**src/rtl/color_matrix_stream_if.sv**
```systemverilog
// rtl/color_matrix_stream_if.sv - pixel stream handshake bundle for color_matrix_stream
//
// Groups the input and output valid/ready pixel streams.
//   in_valid/in_ready/in_sof/in_eol/in_rgb      : upstream pixel beat
//   out_valid/out_ready/out_sof/out_eol/out_rgb : downstream pixel beat
//   {R,G,B} packing, R in the MSBs.
// slave  : view taken by the transform block
// master : view taken by the surrounding source/sink
interface color_matrix_stream_if #(
    parameter int DATA_W = 8
);
    logic                  in_valid;
    logic                  in_ready;
    logic                  in_sof;
    logic                  in_eol;
    logic [3*DATA_W-1:0]   in_rgb;
    logic                  out_valid;
    logic                  out_ready;
    logic                  out_sof;
    logic                  out_eol;
    logic [3*DATA_W-1:0]   out_rgb;

    modport slave (
        input  in_valid, in_sof, in_eol, in_rgb, out_ready,
        output in_ready, out_valid, out_sof, out_eol, out_rgb
    );

    modport master (
        output in_valid, in_sof, in_eol, in_rgb, out_ready,
        input  in_ready, out_valid, out_sof, out_eol, out_rgb
    );
endinterface

```
**src/rtl/color_matrix_stream.sv**
```systemverilog
// rtl/color_matrix_stream.sv - streaming 3x3 fixed-point colour matrix with saturation
//
// Ports:
//   clk, rst_n          : clock, asynchronous active-low reset
//   sel                 : mode request (0 bypass, 1 sepia, 2 grayscale, 3 custom),
//                         sampled only on an accepted start-of-frame beat
//   px (slave)          : input/output pixel streams with sof/eol sideband
//   cfg_we/addr/data    : custom coefficient shadow bank write port (index 0..8, row-major)
//   frame_mode          : mode in force for the current frame
//
// Pipeline: S1 products, S2 row sums (+rounding), S3 round/saturate into the
// output register. One global enable stalls every stage together.
module color_matrix_stream #(
    parameter int DATA_W = 8,
    parameter int COEF_W = 10
) (
    input  logic                clk,
    input  logic                rst_n,
    input  logic [1:0]          sel,
    color_matrix_stream_if.slave px,
    input  logic                cfg_we,
    input  logic [3:0]          cfg_addr,
    input  logic [COEF_W-1:0]   cfg_data,
    output logic [1:0]          frame_mode
);
    localparam int PROD_W = DATA_W + COEF_W;
    localparam int ACC_W  = DATA_W + COEF_W + 2;
    localparam int RES_W  = ACC_W - 8;
    localparam logic [RES_W-1:0] PIX_MAX = RES_W'((1 << DATA_W) - 1);
    localparam logic [ACC_W-1:0] ROUND_HALF = ACC_W'(128);

    localparam logic [1:0] MODE_BYPASS = 2'd0;
    localparam logic [1:0] MODE_SEPIA  = 2'd1;
    localparam logic [1:0] MODE_GRAY   = 2'd2;
    localparam logic [1:0] MODE_CUSTOM = 2'd3;

    localparam logic [7:0] SEPIA_C [9] = '{8'd101, 8'd197, 8'd48,
                                           8'd89,  8'd176, 8'd43,
                                           8'd70,  8'd137, 8'd34};
    localparam logic [7:0] GRAY_C  [3] = '{8'd77, 8'd150, 8'd29};

    // Frame state and coefficient banks
    logic [1:0]          frame_mode_q, frame_mode_d;
    logic [COEF_W-1:0]   shadow_q [9];
    logic [COEF_W-1:0]   shadow_d [9];
    logic [COEF_W-1:0]   active_q [9];
    logic [COEF_W-1:0]   active_d [9];

    // S1: products
    logic                s1_valid_q, s1_valid_d, s1_sof_q, s1_sof_d, s1_eol_q, s1_eol_d;
    logic                s1_byp_q, s1_byp_d;
    logic [3*DATA_W-1:0] s1_rgb_q, s1_rgb_d;
    logic [PROD_W-1:0]   s1_prod_q [9];
    logic [PROD_W-1:0]   s1_prod_d [9];

    // S2: row sums
    logic                s2_valid_q, s2_valid_d, s2_sof_q, s2_sof_d, s2_eol_q, s2_eol_d;
    logic                s2_byp_q, s2_byp_d;
    logic [3*DATA_W-1:0] s2_rgb_q, s2_rgb_d;
    logic [ACC_W-1:0]    s2_sum_q [3];
    logic [ACC_W-1:0]    s2_sum_d [3];

    // S3: output register
    logic                out_valid_q, out_valid_d, out_sof_q, out_sof_d, out_eol_q, out_eol_d;
    logic [3*DATA_W-1:0] out_rgb_q, out_rgb_d;

    logic                en;
    logic                accept;
    logic [1:0]          mode_now;
    logic [COEF_W-1:0]   coef [9];
    logic [DATA_W-1:0]   x [3];
    logic [RES_W-1:0]    res;

    always_comb begin
        en       = !out_valid_q || px.out_ready;
        accept   = px.in_valid && en;
        // A start-of-frame beat already uses the newly requested mode and the
        // shadow bank it is about to latch, so the first pixel is consistent.
        mode_now = px.in_sof ? sel : frame_mode_q;

        for (int c = 0; c < 3; c++) begin
            x[c] = px.in_rgb[(2-c)*DATA_W +: DATA_W];
        end

        for (int k = 0; k < 9; k++) begin
            coef[k] = '0;
            case (mode_now)
                MODE_SEPIA:  coef[k] = COEF_W'(SEPIA_C[k]);
                MODE_GRAY:   coef[k] = COEF_W'(GRAY_C[k % 3]);
                MODE_CUSTOM: coef[k] = px.in_sof ? shadow_q[k] : active_q[k];
                default:     coef[k] = '0;
            endcase
        end

        frame_mode_d = frame_mode_q;
        for (int k = 0; k < 9; k++) begin
            shadow_d[k] = shadow_q[k];
            active_d[k] = active_q[k];
        end
        if (cfg_we && (cfg_addr < 4'd9)) begin
            shadow_d[cfg_addr] = cfg_data;
        end
        // Copy uses the pre-write shadow, so a coincident cfg write waits a frame.
        if (accept && px.in_sof) begin
            frame_mode_d = sel;
            for (int k = 0; k < 9; k++) begin
                active_d[k] = shadow_q[k];
            end
        end

        s1_valid_d = s1_valid_q;
        s1_sof_d   = s1_sof_q;
        s1_eol_d   = s1_eol_q;
        s1_byp_d   = s1_byp_q;
        s1_rgb_d   = s1_rgb_q;
        for (int k = 0; k < 9; k++) begin
            s1_prod_d[k] = s1_prod_q[k];
        end
        s2_valid_d = s2_valid_q;
        s2_sof_d   = s2_sof_q;
        s2_eol_d   = s2_eol_q;
        s2_byp_d   = s2_byp_q;
        s2_rgb_d   = s2_rgb_q;
        for (int r = 0; r < 3; r++) begin
            s2_sum_d[r] = s2_sum_q[r];
        end
        out_valid_d = out_valid_q;
        out_sof_d   = out_sof_q;
        out_eol_d   = out_eol_q;
        out_rgb_d   = out_rgb_q;
        res         = '0;

        if (en) begin
            s1_valid_d = px.in_valid;
            s1_sof_d   = px.in_sof;
            s1_eol_d   = px.in_eol;
            s1_byp_d   = (mode_now == MODE_BYPASS);
            s1_rgb_d   = px.in_rgb;
            for (int k = 0; k < 9; k++) begin
                s1_prod_d[k] = PROD_W'(coef[k]) * PROD_W'(x[k % 3]);
            end

            s2_valid_d = s1_valid_q;
            s2_sof_d   = s1_sof_q;
            s2_eol_d   = s1_eol_q;
            s2_byp_d   = s1_byp_q;
            s2_rgb_d   = s1_rgb_q;
            for (int r = 0; r < 3; r++) begin
                s2_sum_d[r] = ACC_W'(s1_prod_q[3*r]) + ACC_W'(s1_prod_q[3*r+1])
                            + ACC_W'(s1_prod_q[3*r+2]) + ROUND_HALF;
            end

            out_valid_d = s2_valid_q;
            out_sof_d   = s2_sof_q;
            out_eol_d   = s2_eol_q;
            for (int r = 0; r < 3; r++) begin
                res = s2_sum_q[r][ACC_W-1:8];
                out_rgb_d[(2-r)*DATA_W +: DATA_W] = (res > PIX_MAX) ? {DATA_W{1'b1}}
                                                                     : res[DATA_W-1:0];
            end
            if (s2_byp_q) begin
                out_rgb_d = s2_rgb_q;
            end
        end
    end

    always_ff @(posedge clk or negedge rst_n) begin
        if (!rst_n) begin
            frame_mode_q <= MODE_BYPASS;
            for (int k = 0; k < 9; k++) begin
                // Identity matrix: diagonal entries 0, 4, 8 hold 1.0 in Q.8
                shadow_q[k]  <= (k % 4 == 0) ? COEF_W'(256) : '0;
                active_q[k]  <= (k % 4 == 0) ? COEF_W'(256) : '0;
                s1_prod_q[k] <= '0;
            end
            s1_valid_q <= 1'b0;
            s1_sof_q   <= 1'b0;
            s1_eol_q   <= 1'b0;
            s1_byp_q   <= 1'b0;
            s1_rgb_q   <= '0;
            s2_valid_q <= 1'b0;
            s2_sof_q   <= 1'b0;
            s2_eol_q   <= 1'b0;
            s2_byp_q   <= 1'b0;
            s2_rgb_q   <= '0;
            for (int r = 0; r < 3; r++) begin
                s2_sum_q[r] <= '0;
            end
            out_valid_q <= 1'b0;
            out_sof_q   <= 1'b0;
            out_eol_q   <= 1'b0;
            out_rgb_q   <= '0;
        end else begin
            frame_mode_q <= frame_mode_d;
            for (int k = 0; k < 9; k++) begin
                shadow_q[k]  <= shadow_d[k];
                active_q[k]  <= active_d[k];
                s1_prod_q[k] <= s1_prod_d[k];
            end
            s1_valid_q <= s1_valid_d;
            s1_sof_q   <= s1_sof_d;
            s1_eol_q   <= s1_eol_d;
            s1_byp_q   <= s1_byp_d;
            s1_rgb_q   <= s1_rgb_d;
            s2_valid_q <= s2_valid_d;
            s2_sof_q   <= s2_sof_d;
            s2_eol_q   <= s2_eol_d;
            s2_byp_q   <= s2_byp_d;
            s2_rgb_q   <= s2_rgb_d;
            for (int r = 0; r < 3; r++) begin
                s2_sum_q[r] <= s2_sum_d[r];
            end
            out_valid_q <= out_valid_d;
            out_sof_q   <= out_sof_d;
            out_eol_q   <= out_eol_d;
            out_rgb_q   <= out_rgb_d;
        end
    end

    assign px.in_ready  = en;
    assign px.out_valid = out_valid_q;
    assign px.out_sof   = out_sof_q;
    assign px.out_eol   = out_eol_q;
    assign px.out_rgb   = out_rgb_q;
    assign frame_mode   = frame_mode_q;
endmodule

```
**src/flat_wrapper.sv**
```systemverilog
// flat-port wrapper written by rule: the top's interface ports become plain ports
module color_matrix_stream_flat 
#(
    parameter int DATA_W = 8,
    parameter int COEF_W = 10
)
  (clk, rst_n, sel, cfg_we, cfg_addr, cfg_data, frame_mode, px_in_valid, px_in_sof, px_in_eol, px_in_rgb, px_out_ready, px_in_ready, px_out_valid, px_out_sof, px_out_eol, px_out_rgb);
  color_matrix_stream_if #(.DATA_W(DATA_W)) px_i ();
  input  logic clk;
  input  logic rst_n;
  input  logic [1:0] sel;
  input  logic cfg_we;
  input  logic [3:0] cfg_addr;
  input  logic [COEF_W-1:0] cfg_data;
  output logic [1:0] frame_mode;
  input wire logic [$bits(px_i.in_valid)-1:0] px_in_valid;
  input wire logic [$bits(px_i.in_sof)-1:0] px_in_sof;
  input wire logic [$bits(px_i.in_eol)-1:0] px_in_eol;
  input wire logic [$bits(px_i.in_rgb)-1:0] px_in_rgb;
  input wire logic [$bits(px_i.out_ready)-1:0] px_out_ready;
  output wire logic [$bits(px_i.in_ready)-1:0] px_in_ready;
  output wire logic [$bits(px_i.out_valid)-1:0] px_out_valid;
  output wire logic [$bits(px_i.out_sof)-1:0] px_out_sof;
  output wire logic [$bits(px_i.out_eol)-1:0] px_out_eol;
  output wire logic [$bits(px_i.out_rgb)-1:0] px_out_rgb;
  assign px_i.in_valid = px_in_valid;
  assign px_i.in_sof = px_in_sof;
  assign px_i.in_eol = px_in_eol;
  assign px_i.in_rgb = px_in_rgb;
  assign px_i.out_ready = px_out_ready;
  assign px_in_ready = px_i.in_ready;
  assign px_out_valid = px_i.out_valid;
  assign px_out_sof = px_i.out_sof;
  assign px_out_eol = px_i.out_eol;
  assign px_out_rgb = px_i.out_rgb;
  color_matrix_stream #(.DATA_W(DATA_W), .COEF_W(COEF_W)) u_core (.clk(clk), .rst_n(rst_n), .sel(sel), .px(px_i), .cfg_we(cfg_we), .cfg_addr(cfg_addr), .cfg_data(cfg_data), .frame_mode(frame_mode));
endmodule
```
**config.mk**
```make
export PLATFORM = sky130hd
export DESIGN_NAME = color_matrix_stream_flat
export DESIGN_NICKNAME = d
export VERILOG_FILES = /design/src/rtl/color_matrix_stream_if.sv /design/src/rtl/color_matrix_stream.sv /design/src/flat_wrapper.sv
export SDC_FILE = /design/constraint.sdc
export NUM_CORES = 2
export LEC_CHECK = 0
export ABC_AREA = 1
export CELL_PAD_IN_SITES_DETAIL_PLACEMENT = 1
export CELL_PAD_IN_SITES_GLOBAL_PLACEMENT = 2
export CORE_MARGIN = 2
export CORE_UTILIZATION = 39
export CTS_CLUSTER_DIAMETER = 60
export CTS_CLUSTER_SIZE = 40
export DETAILED_ROUTE_END_ITERATION = 6
export GPL_ROUTABILITY_DRIVEN = 0
export PLACE_DENSITY = 0.88
export SLEW_MARGIN = 20
export SYNTH_ARGS = -nofsm -noshare
export SYNTH_HDL_FRONTEND = slang
export SYNTH_SLANG_ARGS = --single-unit
```
**constraint.sdc**
```tcl
create_clock -name clk -period 5.83 [get_ports clk]
set_input_delay 0.583 -clock clk [delete_from_list [all_inputs] [get_ports clk]]
set_output_delay 0.583 -clock clk [all_outputs]
set_load 0.01 [all_outputs]
```
# --- Yosys cells after proc, flatten, opt, wreduce, memory -nomap -nowiden ---
# Cells that the tools add are included.
totals:
  word_cells: 106
  inputBits: 47
  out_inout_bits: 30
  register_bits: 487
op_classes:
  reduce_logical: 7
  n_bitwise: 1
  multipliers: 9
  order_cmp: 6
  n_addsub: 9
  mux: 26
  n_eq_ne: 3
ops:
  columns: ["cell", "count"]
  rows:
  - ["$pmux 10 s3", 9]
  - ["$mul 10x8->18", 9]
  - ["$mux 10", 10]
  - ["$bwmux 90", 1]
  - ["$add 20x18->20", 3]
  - ["$add 20x8->20 const B", 3]
  - ["$add 18x18->19", 3]
  - ["$demux 10 s4", 1]
  - ["$gt 12x8->1 const B", 3]
  - ["$mux 24", 1]
  - ["$mux 8", 3]
  - ["$ge 5x5->1 const B", 1]
  - ["$lt 5x1->1 const B", 1]
  - ["$not 4->5", 1]
  - ["$eq 2x2->1 const B", 2]
  - ["$logic_and 1x1->1", 4]
  - ["$lt 4x4->1 const B", 1]
  - ["$eq 2x1->1 const B", 1]
  - ["$logic_not 2->1", 1]
  - ["$mux 2", 1]
  - ["$logic_not 1->1", 1]
  - ["$logic_or 1x1->1", 1]

# --- Depth between registers and ports, before layout ---
depth:
  word_depth: 6
  depth_mapped: 29
  mapped_depth_nobuf: 28

# --- Worst setup path after synthesis ---
# Ideal clock, no wire load.
synth_timing:
  path_type: "input-to-reg"
  from: "input port px_in_sof"
  to: "register u_core.s1_prod_q[119] (netlist bit)"
  t_arrival_ps: 4981
  setup_slack_ps: 731
  cell_stages: 23
  required_ps: 5712
  path_cell_list: "buf_6 buf_4 clkbuf_1 o21a_1 a21oi_1 inv_1 nor2_1 fa_1 inv_1 fa_1 inv_1 fa_1 inv_1 fa_1 inv_1 ha_1 nand2_1 inv_1 a21boi_0 o21ai_0 or2_2 nand3_1 nand2_1"
synth_via:
  elab_chain_cells: 4
synth_lines:
  columns: ["element", "line", "text"]
  rows:
  - ["start, declared", "flat_wrapper.sv:17", "input wire logic [$bits(px_i.in_sof)-1:0] px_in_sof;"]
  - ["$mux 2", "color_matrix_stream.sv:79", "mode_now = px.in_sof ? sel : frame_mode_q;"]
  - ["$eq 2x2->1 / $eq 2x1->1 (equally long branches)", "color_matrix_stream.sv:87", "case (mode_now)"]
  - ["$pmux 10 s3 *", "color_matrix_stream.sv:87", null]
  - ["$mul 10x8->18 *", "color_matrix_stream.sv:140", "s1_prod_d[k] = PROD_W'(coef[k]) * PROD_W'(x[k % 3]);"]
  - ["end signal, assigned by index", "color_matrix_stream.sv:198", "s1_prod_q[k] <= s1_prod_d[k];"]
  - ["end, declared", "color_matrix_stream.sv:53", "logic [PROD_W-1:0] s1_prod_q [9];"]
# Mark *: on every way between the ends. The rest lies on a longest branch, timed or not.
# A chain may end at the register's enable or synchronous reset.

# --- Final worst setup path ---
layout_timing:
  from: "register u_core.frame_mode_q[1] (netlist: u_core.frame_mode[1])"
  to: "register u_core.s1_prod_q[158] (netlist bit)"
layout_via:
  elab_chain_cells: 4
layout_lines:
  columns: ["element", "line", "text"]
  rows:
  - ["start, declared", "color_matrix_stream.sv:43", "logic [1:0] frame_mode_q, frame_mode_d;"]
  - ["start signal, assigned", "color_matrix_stream.sv:194", "frame_mode_q <= frame_mode_d;"]
  - ["$mux 2 *", "color_matrix_stream.sv:79", null]
  - ["$eq 2x2->1 / $eq 2x1->1 (equally long branches)", "color_matrix_stream.sv:87", null]
  - ["$pmux 10 s3 *", "color_matrix_stream.sv:87", null]
  - ["$mul 10x8->18 *", "color_matrix_stream.sv:140", null]
# Marked as above.

==> metrics.yaml <==
run_status:
  outcome: "completed"
global_routing:
  grt_max_degree: 183
  track_usage_pct: 25.58
  antenna_found_initial: 5
  first_global_vias: 45121
  grt_pass1_wl_mm: 253.0
  overflow: 0
hold_path:
  hp-class: "in -> reg"
  hp-start: "px_in_sof"
worst_setup_path:
  crit_slowest_cell: "fa_1"
  cp.required_ps: 6370
  cp_max_fo: 13
  critPathLaunchType: "flip-flop"
  worstPathCellList: "o21ai_4 -> inv_2 -> buf_12 -> a21oi_1 -> inv_1 -> buf_4 -> nor2_1 -> fa_1 -> inv_1 -> fa_1 -> fa_1 -> fa_1 -> inv_1 -> ha_1 -> a21oi_1 -> o21ai_0 -> nand2_1 -> nand3_1 -> xnor2_1 -> o21ai_0"
  timing.rr.start: "u_core.frame_mode[1]$_DFFE_PN0P_"
  max_stage_delay_ps: 500
  path_common_cell: "fa_1"
  worstSetupPathType: "reg -> reg"
  worstSetupEndpointType: "flip-flop"
  crit_path_start: "u_core.frame_mode[1]$_DFFE_PN0P_"
  critical_path_arrival_ps: 5770
floorplan:
  die_area_um2: 124200
  start_util_pct: 39.43
  die_w_um: 352.5
  placementRows: 127
  boundaryPins: 77
  core_um2: 120100
  chipHeight_um: 352.5
power_and_ir_drop:
  power_mw: 31.70
  ir_worst_vdd_mv: 0.4069
  p_leak_nw: 28.68
  power_density_nw_per_um2: 584.0
layout:
  fin_nets: 7378
  drive_gt1_share_pct: 8.791
  area_growth_pct: 14.62
  instances_no_fill: 8065
  final_util_pct: 45.19
logic_synthesis:
  synthTopCellsByCount: "nand2_1, inv_1, nor2_1"
  syn_inst: 6133
  yosysMostFrequentCell: "nand2_1"
  synthArstFlopShare_pct: 100.0
  syn_nets: 7113
  synth_ff_type: "dfrtp_1"
  synth_cell_types: 45
  syn_area_per_cell_um2: 7.722
  synth_top_area_share_pct: 24.15
  yosys-top-cells-area: "dfrtp_1, fa_1, ha_1"
  synth_top_area_cell: "dfrtp_1"
  synth_edf_count: 0
  syn_area_um2: 47360
  yosysSeqAreaShare_pct: 24.48
  synth-seq-cells: 463
  yosys_warnings: 0
timing:
  rsz0062_at_grt: "no"
  setup_viol: 0
  fin_hold_ws_ps: 423.1
  period_share_pct: 89.72
  period_needed_ps: 5230
  hold_violations: 0
  skew_ps: 46.77
  drv_slew: 0
  max_freq_mhz: 191.2
  max-slew-margin-rel_pct: 33.38
  finalSetupTns_ps: 0
  worst_pin_slew_ps: 999.2
drt:
  wl_per_cell_um: 19.52
  drtAntennaViolNets: 0
  routed-via-count: 41828
  drt-total-wl_mm: 157.4
  vias_per_cell: 5.186
  route.detailed.drc: 0
  drt-initial-drc-count: 2350
  dr.pass1.iters: 5
cts:
  numCtsBuffers: 60
  cts_max_path_buffers: 3
  cts.repair.resized: 0
  cts_root_buffer: "clkbuf_16"
  post_cts_buffers: 0
  cts_hold_buf: 1
  cts.sinks: 463
  clk_latency_ps: 720
  clkTransAtPathRegs_ps: 80
  cts_tree: "built"
  htreeDepth: 2
placement:
  dp.cells: 7947
  portBuffers: 76
  dp_hpwl_mm: 126.3
job:
  drv_cap: 0
==> layout by cell type (no fill, tap or decap), types with 28 or more instances in the layout <==
cell             synthesis  layout
clkbuf_16                0      60
nand3_1                250     250
ha_1                   498     498
a21o_1                  31      31
o21bai_1                31      31
nor3_1                  35      34
nand2_1               1352    1351
dfrtp_1                457     457
clkdlybuf4s50_1          0      74
or2_2                   33      33
inv_1                  934     934
nor2_1                 827     827
a21oi_2                 36      36
fa_1                   435     435
xnor2_1                 64      64
buf_4                    4     285
buf_12                   0      28
a21oi_1                282     282
o22ai_1                 59      59
xor2_1                  37      37
o21ai_0                344     344
inv_2                   42      40
==> where the power goes <==
| group | total (mW) | internal [mW] | switching [mW] |
|---|---|---|---|
| Combinational | 22.4 | 8.68 | 13.7 |
| Clock | 4.04 | 2.19 | 1.86 |
| Sequential | 5.27 | 4.46 | 0.817 |
| Total | 31.7 | 15.3 | 16.4 |
==> per-layer routing <==
layer  GRT usage, %  vias to the layer above  wire, um
li1               -                    19798         -
met1          35.69                    20990     73670
met2          41.63                      827     71760
met3          3.012                      213      7097
met4          7.547                        0      4870
met5         0.1154                        -         0
==> area by class of cell <==
cell class	instances	area (um^2)
sequential	463	11590
antenna	3	7.507
clock inverter	48	656.9
fill	14889	65840
timing repair buffer	389	3466
tap	1612	2017
multi-input combinational	4493	31280
inverter	991	3726
clock buffer	66	1544
==> worst paths after layout <==
check	end	slack, ps	depth (start not counted)
max	u_core.s1_prod_q[158]$_DFFE_PN0N_	600	20
min	u_core.active_q[31]$_DFFE_PN0P_	420	4
max reg2reg	u_core.s1_prod_q[158]$_DFFE_PN0N_	600	20
min reg2reg	u_core.s2_rgb_q[23]$_DFFE_PN0N_	450	2
max in group asynchronous	u_core.active_q[51]$_DFFE_PN0P_	3960	3
min in group asynchronous	u_core.s1_prod_q[69]$_DFFE_PN0N_	460	2
==> kinds of logic (layout without fill, tap and decap cells) <==
logic type	after synthesis	count (layout)	share of synthesized area [%]
simple gates	2557	2557	21.58
buf+inv	1177	1494	9.534
fa+ha+maj	933	933	31.54
compound gates	902	902	11.00
flops	463	463	24.48
xor+xnor	101	101	1.868
other cells	0	3	0
==> metrics by stage <==
stage          instance area [um^2]  setup WS [ps]
2_1_floorplan                 47360          730.8
3_3_place_gp                  52070          22.55
3_5_place_dp                  52070         -21.36
4_1_cts                       54280          630.7
5_1_grt                       54280          309.0
6_report                      54290          599.5
==> critical path: cells and delay by family (launching register included) <==
kind                       cells  cell delay (ps)
adders and majority gates      5             2160
xor gates and xnor gates       1              230
buffers and inverters          6              820
and+or+nand+nor                3              320
DFF                            1              430
AOI/OAI and AO/OA              5             1050
==> registers in the layout (all words and copies together) (netlist names), 2 cells and up <==
register	count
u_core.shadow_q	90
u_core.active_q	90
u_core.s1_prod_q	162
u_core.s2_rgb_q	24
u_core.s2_sum_q	36
u_core.px.out_rgb	24
u_core.frame_mode	2
u_core.s1_rgb_q	24
Power figures use the tool's default switching activity.
